File: config.mk
export PLATFORM = sky130hd
export DESIGN_NAME = fetch_unit
export DESIGN_NICKNAME = d
export VERILOG_FILES = /design/src/rtl/fetch_unit.sv
export SDC_FILE = /design/constraint.sdc
export NUM_CORES = 1
export LEC_CHECK = 0
export BUFFER_PORTS_ARGS = -buffer_cell sky130_fd_sc_hd__buf_2
export CAP_MARGIN = 20
export CELL_PAD_IN_SITES_DETAIL_PLACEMENT = 0
export CELL_PAD_IN_SITES_GLOBAL_PLACEMENT = 2
export CORE_ASPECT_RATIO = 0.6
export CORE_MARGIN = 2
export CORE_UTILIZATION = 29
export CTS_BUF_LIST = sky130_fd_sc_hd__clkbuf_4
export DETAILED_ROUTE_END_ITERATION = 16
export PLACE_DENSITY = 0.81
export SYNTH_ARGS = -nofsm -noshare
export SYNTH_HDL_FRONTEND = slang
export SYNTH_SLANG_ARGS = --single-unit
File: constraint.sdc
create_clock -name clk -period 1.95 [get_ports clk]
set_input_delay 0.2925 -clock clk [delete_from_list [all_inputs] [get_ports clk]]
set_output_delay 0.2925 -clock clk [all_outputs]
set_load 0.01 [all_outputs]
File: src/rtl/fetch_unit.sv
// Instruction fetch stage: owns the PC, fetches from a combinational instruction
// memory and hands decoded fields to decode through a valid/ready IF/ID register.
module fetch_unit #(
  parameter int              PC_W        = 8,
  parameter logic [PC_W-1:0] RESET_PC    = '0,
  parameter logic [2:0]      JMP_OPCODE  = 3'b111,
  parameter logic [2:0]      HALT_OPCODE = 3'b110
) (
  input  logic            clk,
  input  logic            rst,
  input  logic            start,
  output logic [PC_W-1:0] pc,
  input  logic [2:0]      imem_opcode,
  input  logic            imem_rd,
  input  logic            imem_rs,
  input  logic [2:0]      imem_imm,
  input  logic [4:0]      imem_addr,
  input  logic            br_taken,
  input  logic [PC_W-1:0] br_target,
  output logic            id_valid,
  input  logic            id_ready,
  output logic [2:0]      id_opcode,
  output logic            id_rd,
  output logic            id_rs,
  output logic [2:0]      id_imm,
  output logic [4:0]      id_addr,
  output logic [PC_W-1:0] id_pc,
  output logic            halted
);

  typedef enum logic [1:0] {
    S_IDLE,
    S_RUN,
    S_HALTED
  } state_t;

  state_t          r_state;
  logic [PC_W-1:0] r_pc;
  logic            r_id_valid;
  logic [2:0]      r_id_opcode;
  logic            r_id_rd;
  logic            r_id_rs;
  logic [2:0]      r_id_imm;
  logic [4:0]      r_id_addr;
  logic [PC_W-1:0] r_id_pc;
  logic            r_halted;

  logic            w_advance;
  logic [PC_W-1:0] w_jmp_target;
  logic [PC_W-1:0] w_seq_pc;

  // The IF/ID slot can take a new instruction when empty or being drained this cycle.
  assign w_advance    = !r_id_valid || id_ready;
  assign w_jmp_target = PC_W'(imem_addr);
  assign w_seq_pc     = r_pc + PC_W'(1);

  // NOTE: non-blocking assignments so every register here samples pre-edge values.
  always_ff @(posedge clk) begin
    if (rst) begin
      r_state     <= S_IDLE;
      r_pc        <= RESET_PC;
      r_id_valid  <= 1'b0;
      r_id_opcode <= '0;
      r_id_rd     <= 1'b0;
      r_id_rs     <= 1'b0;
      r_id_imm    <= '0;
      r_id_addr   <= '0;
      r_id_pc     <= '0;
      r_halted    <= 1'b0;
    end else begin
      unique case (r_state)
        S_IDLE: begin
          if (start) begin
            r_state <= S_RUN;
            r_pc    <= RESET_PC;
          end
        end

        S_RUN: begin
          if (br_taken) begin
            r_pc       <= br_target;
            r_id_valid <= 1'b0;
          end else if (w_advance) begin
            r_id_valid  <= 1'b1;
            r_id_opcode <= imem_opcode;
            r_id_rd     <= imem_rd;
            r_id_rs     <= imem_rs;
            r_id_imm    <= imem_imm;
            r_id_addr   <= imem_addr;
            r_id_pc     <= r_pc;
            if (imem_opcode == JMP_OPCODE) begin
              r_pc <= w_jmp_target;
            end else if (imem_opcode == HALT_OPCODE) begin
              r_state  <= S_HALTED;
              r_halted <= 1'b1;
            end else begin
              r_pc <= w_seq_pc;
            end
          end
        end

        S_HALTED: begin
          // The last instruction (the HALT itself) still drains to decode.
          if (id_ready) begin
            r_id_valid <= 1'b0;
          end
          if (start) begin
            r_state  <= S_RUN;
            r_pc     <= RESET_PC;
            r_halted <= 1'b0;
          end
        end

        default: r_state <= S_IDLE;
      endcase
    end
  end

  assign pc        = r_pc;
  assign id_valid  = r_id_valid;
  assign id_opcode = r_id_opcode;
  assign id_rd     = r_id_rd;
  assign id_rs     = r_id_rs;
  assign id_imm    = r_id_imm;
  assign id_addr   = r_id_addr;
  assign id_pc     = r_id_pc;
  assign halted    = r_halted;

endmodule

==> results of run 1 <==
[through the flow]
step	instance area, um2	utilization, %
final	1930	37.6
after CTS	1930	37.6
after global routing	1930	37.6
after floorplan	1560	-
after global placement	1880	36.7
after detailed placement	1880	36.7
[Yosys cell counts (4+ instances only)]
| master | number | area share (%) |
|---|---|---|
| nand2_1 | 48 | 12 |
| dfxtp_1 | 33 | 42 |
| a21oi_1 | 24 | 7.7 |
| nor2_1 | 6 | 1.4 |
| nand3_1 | 5 | 1.6 |
| buf_6 | 4 | 2.9 |
| o21ai_0 | 4 | 1.3 |
[final cells by class]
cell class | instances | area [um2] | area share [%]
clock buffer | 5 | 37.5 | 1.94
clock inverter | 3 | 12.5 | 0.648
inverter | 1 | 3.75 | 0.194
multi-input combinational | 137 | 816 | 42.3
sequential | 33 | 661 | 34.2
tap | 66 | 82.6 | 4.28
timing repair buffer | 61 | 318 | 16.5
[worst min path at each step]
| stage | from | endpoint | cells past startpoint |
|---|---|---|---|
| 2_1_floorplan | start | halted | 1 |
| 3_3_place_gp | id_rs | id_rs | 2 |
| 3_5_place_dp | id_addr[0] | id_addr[0] | 2 |
| 4_1_cts | id_ready | id_valid | 2 |
| 5_1_grt | id_ready | id_valid | 2 |
| 6_report | id_ready | id_valid | 2 |
[routing by layer]
metal / vias to the layer above / GRT usage (%)
met5: - / 0
met4: 0 / 3.52
met3: 2 / 6.45
met2: 55 / 19.5
met1: 673 / 22.7
li1: 755 / -
[worst max-delay path, delay by kind of cell (launching register included)]
kind	cells	cell delay [ns]
and+or+nand+nor	1	0.05
AOI/OAI and AO/OA	2	0.55
DFF	1	0.51
adders and majority gates	1	0.27
xor gates and xnor gates	1	0.16
[cells by family (layout without fill, tap and decap cells)]
kind of cell | Yosys count | after routing | share of synthesized area [%]
AOI/OAI and AO/OA | 48 | 48 | 21.2
xor gates and xnor gates | 3 | 3 | 1.68
adders and majority gates | 1 | 1 | 0.801
buffers and inverters | 11 | 70 | 5.52
DFF | 33 | 33 | 42.3
muxes | 1 | 1 | 0.641
and+or+nand+nor | 84 | 84 | 27.9
[sequential cells by signal, indices dropped and copies added, names as in the netlist]
register / count
halted: 1
id_pc: 8
id_rs: 1
id_opcode: 3
id_addr: 5
id_rd: 1
r_state: 2
id_imm: 3
id_valid: 1
pc: 8
[power groups by stage]
stage          sequential (mW)  combinational, mW  clock (mW)
2_1_floorplan            0.744              0.123           0
3_3_place_gp             0.736              0.214           0
3_5_place_dp             0.736              0.213           0
4_1_cts                  0.721              0.214       0.391
5_1_grt                  0.726              0.236       0.425
6_report                 0.721              0.210       0.374
==> impl_metrics.ini, run 1 <==
[placed_design]
dpl_worst_slack_ns = 0.372
port_buffers = 56
dp_cells = 298
place.gp.congestion = 0.817
hpwl_um = 3170

[drt]
dr.first_iter.drc_count = 57
drc = 0
met3_length_um = 417
routedWlPerCell_um = 14.0
num_vias = 1485
drt_wl_total_um = 4290
viasPerCell = 4.85
drt_first_pass_iters = 4
top_layer = met4
wl_met1_um = 2280
wl_met2_um = 1580
antenna_left = 0

[critical_path]
path_max_fanout = 8
cp-start-kind = flop
startpoint = pc[0]
critical_path_class = flop to flop
slowest_delay_ns = 0.51
r2r-start = pc[0]
cp_data_arrival_time_ns = 1.88
endpoint_kind = flop
r2r_cells = 5
r2r-end = pc[2]
endpoint = pc[2]
crit_slowest_cell = dfxtp_1
required_ns = 2.22
r2r_slack_ns = 0.34
path_cells = ha_1 > xor2_1 > nor2_1 > o311a_1 > a211oi_2

[clock_tree]
clockBufferDepth = 2
post-cts-setup-buffer-count = 0
tritoncts = done
numCtsBuffers = 5
root_buffer = clkbuf_4
clk_pin_slew_worst_paths_ns = 0.12
h-tree-depth = 2
worstSkewPairLatency_ns = 0.34
cts_hold_buf = 0
cts_num_sinks = 33
post_cts_resized = 0

[power]
power_frac_clock_pct = 28.6
internal-power_uw = 920
max-vdd-ir-drop_uv = 237
switching_power_uw = 385
seqPwrFrac_pct = 55.2
p_sw_share_pct = 29.5
powerDensity_nw_per_um2 = 676
p_total_mw = 1.30
p_leak_nw = 0.849
power_frac_comb_pct = 16.1

[die]
core_um2 = 5130
io_pins = 57
initial_core_util_pct = 30.5
die_area_um2 = 6010
die_w_um = 98.8
fp-row-count = 20
die_h_um = 60.9

[logic_synthesis]
syn_area_per_cell_um2 = 8.63
syn_inst = 181
synth_cell_type_count = 44
yosys_warnings = 0
synthesis.nets = 208
ys_ff_latch = 33
synth_edf_count = 0
synth_seq_area_share_pct = 42.3
synth_flop_cell = dfxtp_1
synth_area_um2 = 1560
async_flop_share_pct = 0

[timing]
setup_viol = 0
slew_viol_final = 0
setup-tns-final_ns = 0
tightestPinTransition_ns = 0.374
rsz0062_at_grt = no
slew_headroom_pct = 75.1
period_needed_ns = 1.61
whs_ns = 0.143
finalHoldViolCount = 0
finalWorstSetupSlack_ns = 0.340
fin_crit_sh_pct = 82.6
fin_worst_skew_ns = 0.0178
fmax_mhz = 621

[global_route]
grt_usage_pct = 15.1
antenna_found_initial = 0
grt_max_degree = 28
grt_overflow_total = 0
grt_pass1_wl_um = 6920
grt_pass1_vias = 1359

[finish]
nNetsFinal = 266
layout-drive-gt1-share_pct = 32.9
n_fill_cell = 551
antenna_cells = 0
syn_to_final_growth_pct = 23.5
fin_cells = 306
layout_commonest_cell = buf_2
layout_common_cells = buf_2, nand2_1, dfxtp_1

[flow_run]
cap_violations = 0

[outcome]
outcome = finished, final reports clean

[hold_path]
min_path_type = input port to flop
Note: power is estimated with default switching activity, not from simulation.
==> run 2, diff against run 1 <==
- ABC_AREA: default -> 1
- CORE_UTILIZATION: 29 -> 26
- PLACE_DENSITY: 0.81 -> 0.79
- clock period: 1.95 -> 1.5 ns (I/O delays scaled with it)
==> run 2 against run 1 <==
  * Power grew 34%
  * Hold slack worse by 0.022 ns
  * Worst setup slack got worse by 0.24 ns
  * Maximum frequency rose by 15%
  * Sequential power is 30% higher
  * Critical path type unchanged
  * Largest power group unchanged
==> impl_metrics.ini, run 2 <==
[outcome]
outcome = finished, final reports clean

[critical_path]
endpoint = pc[2]
cp-start-kind = flop
critical_path_class = flop to flop
r2r_slack_ns = 0.10
r2r-end = pc[2]
path_max_fanout = 6
r2r_cells = 9
cp_data_arrival_time_ns = 1.69
endpoint_kind = flop
required_ns = 1.79
startpoint = pc[0]
r2r-start = pc[0]

[clock_tree]
cts_num_sinks = 33
root_buffer = clkbuf_4
numCtsBuffers = 5
post-cts-setup-buffer-count = 0
worstSkewPairLatency_ns = 0.34
tritoncts = done
clockBufferDepth = 2
clk_pin_slew_worst_paths_ns = 0.11
cts_hold_buf = 0
h-tree-depth = 2

[placed_design]
place.gp.congestion = 0.802
port_buffers = 56
hpwl_um = 3460
dp_cells = 357

[die]
fp-row-count = 21
die_h_um = 63.6
io_pins = 57
core_um2 = 5650
initial_core_util_pct = 27.3
die_w_um = 103
die_area_um2 = 6580

[drt]
drt_first_pass_iters = 4
dr.first_iter.drc_count = 56
drc = 0
antenna_left = 0
drt_wl_total_um = 4570
routedWlPerCell_um = 12.5
num_vias = 1577
viasPerCell = 4.32

[global_route]
grt_overflow_total = 0
grt_pass1_vias = 1454
antenna_found_initial = 0
grt_pass1_wl_um = 7330
grt_max_degree = 34
grt_usage_pct = 14.6

[timing]
fmax_mhz = 714
setup_viol = 0
fin_crit_sh_pct = 93.3
rsz0062_at_grt = no
fin_worst_skew_ns = 0.00496
tightestPinTransition_ns = 0.319
setup-tns-final_ns = 0
slew_viol_final = 0
period_needed_ns = 1.40
finalHoldViolCount = 0
slew_headroom_pct = 78.6

[logic_synthesis]
synth_area_um2 = 1540
ys_top_cells_by_area = dfxtp_1, nand2_1, a21oi_1
async_flop_share_pct = 0
synthesis.nets = 251
synth_flop_cell = dfxtp_1
synth_seq_area_share_pct = 42.9
synth_top_area_share_pct = 42.9
synth_edf_count = 0
yosys_warnings = 0
synth_top_family_by_area = simple AND/OR/NAND/NOR gates
syn_inst = 224
synth-simple-area-share_pct = 32.1
syn_area_per_cell_um2 = 6.88
synth.top_cells.by_count = nand2_1, dfxtp_1, nor2_1
synth_xor_area_share_pct = 0
synth_mux_area_share_pct = 0
synth_cell_type_count = 25
synth_top_area_cell = dfxtp_1
ys_ff_latch = 33
synth-compound-area-share_pct = 15.7
synth_fa_ha_area_share_pct = 0.812
synthMostInstantiatedCell = nand2_1

[power]
seqPwrFrac_pct = 53.6
powerDensity_nw_per_um2 = 881
p_leak_nw = 0.927
internal-power_mw = 1.22
switching_power_uw = 525
p_sw_share_pct = 30.0
max-vdd-ir-drop_uv = 306
power_frac_clock_pct = 30.0
power_frac_comb_pct = 16.5

[finish]
syn_to_final_growth_pct = 28.8
layout-drive-gt1-share_pct = 29.5
n_fill_cell = 624
nNetsFinal = 311
antenna_cells = 0
layout_common_cells = nand2_1, buf_2, dfxtp_1
layout_commonest_cell = nand2_1
fin_cells = 365

[flow_run]
cap_violations = 0

[hold_path]
min_path_type = input port to flop
[run 2: worst min-delay path by stage]
stage	cells past startpoint	startpoint	to	slack [ns]
after CTS	3	imem_imm[0]	id_imm[0]	0.11
after global routing	3	imem_rs	id_rs	0.12
after detailed placement	2	id_opcode[0]	id_opcode[0]	0.45
after floorplan	2	imem_addr[2]	id_addr[2]	0.37
final	3	imem_imm[0]	id_imm[0]	0.12
after global placement	2	id_addr[2]	id_addr[2]	0.45
[run 2: metrics by stage]
stage               setup WS [ns]  hold slack [ns]  utilization (%)  area, um2  power [mW]
floorplan                   0.213            0.368                -       1540        1.13
global placement            0.100            0.451             34.0       1920        1.25
detailed placement         0.0726            0.453             34.0       1920        1.25
CTS                        0.0529            0.111             35.0       1980        1.76
global route               0.0158            0.116             35.1       1980        1.84
finish                      0.100            0.121             35.1       1980        1.75
[run 2: final cells by class]
type / count / area (um2) / share of cell area, %
Inverter: 21 / 83.8 / 4.23
Multi-Input combinational cell: 162 / 751 / 37.9
Clock buffer: 6 / 45.0 / 2.27
Sequential cell: 33 / 663 / 33.4
Timing Repair Buffer: 61 / 330 / 16.7
Clock inverter: 2 / 10.0 / 0.505
Tap cell: 80 / 100 / 5.05
[run 2: worst max-delay path, cell delays in order, from the launching register on]
cell	delay [ns]
dfxtp_2	0.37
ha_1	0.21
nand2_1	0.12
inv_1	0.11
nor2_1	0.12
nand2_1	0.06
nand3_1	0.07
nand2_1	0.05
o21a_1	0.16
nor2_1	0.07
[run 2: cell families (layout without fill, tap and decap cells)]
group | Yosys count | count (layout)
flip-flops | 33 | 33
adder cells (fa/ha/maj) | 1 | 1
AND/OR/NAND/NOR | 119 | 119
buffers and inverters | 29 | 90
AO/OA/AOI/OAI | 42 | 42
[run 2: power by group through the flow]
stage | combinational [mW] | sequential (mW) | clock (mW)
floorplan | 0.156 | 0.972 | 0
global placement | 0.291 | 0.955 | 0
detailed placement | 0.291 | 0.955 | 0
CTS | 0.292 | 0.935 | 0.532
global route | 0.329 | 0.942 | 0.564
finish | 0.288 | 0.936 | 0.524
[run 2: what timing repair did]
item,CTS,global route
endpoints found under the hold margin,0,0
resized for setup,0,3
setup endpoints to repair,0,4
[run 2: metal layers]
metal  track usage [%]  vias up  part of all wire (%)
met3              4.11        9                   5.1
met4              5.26        0                   1.5
li1                  -      839                     -
met1              23.0      685                    57
met2              18.1       44                    36
met5                 0        -                     0
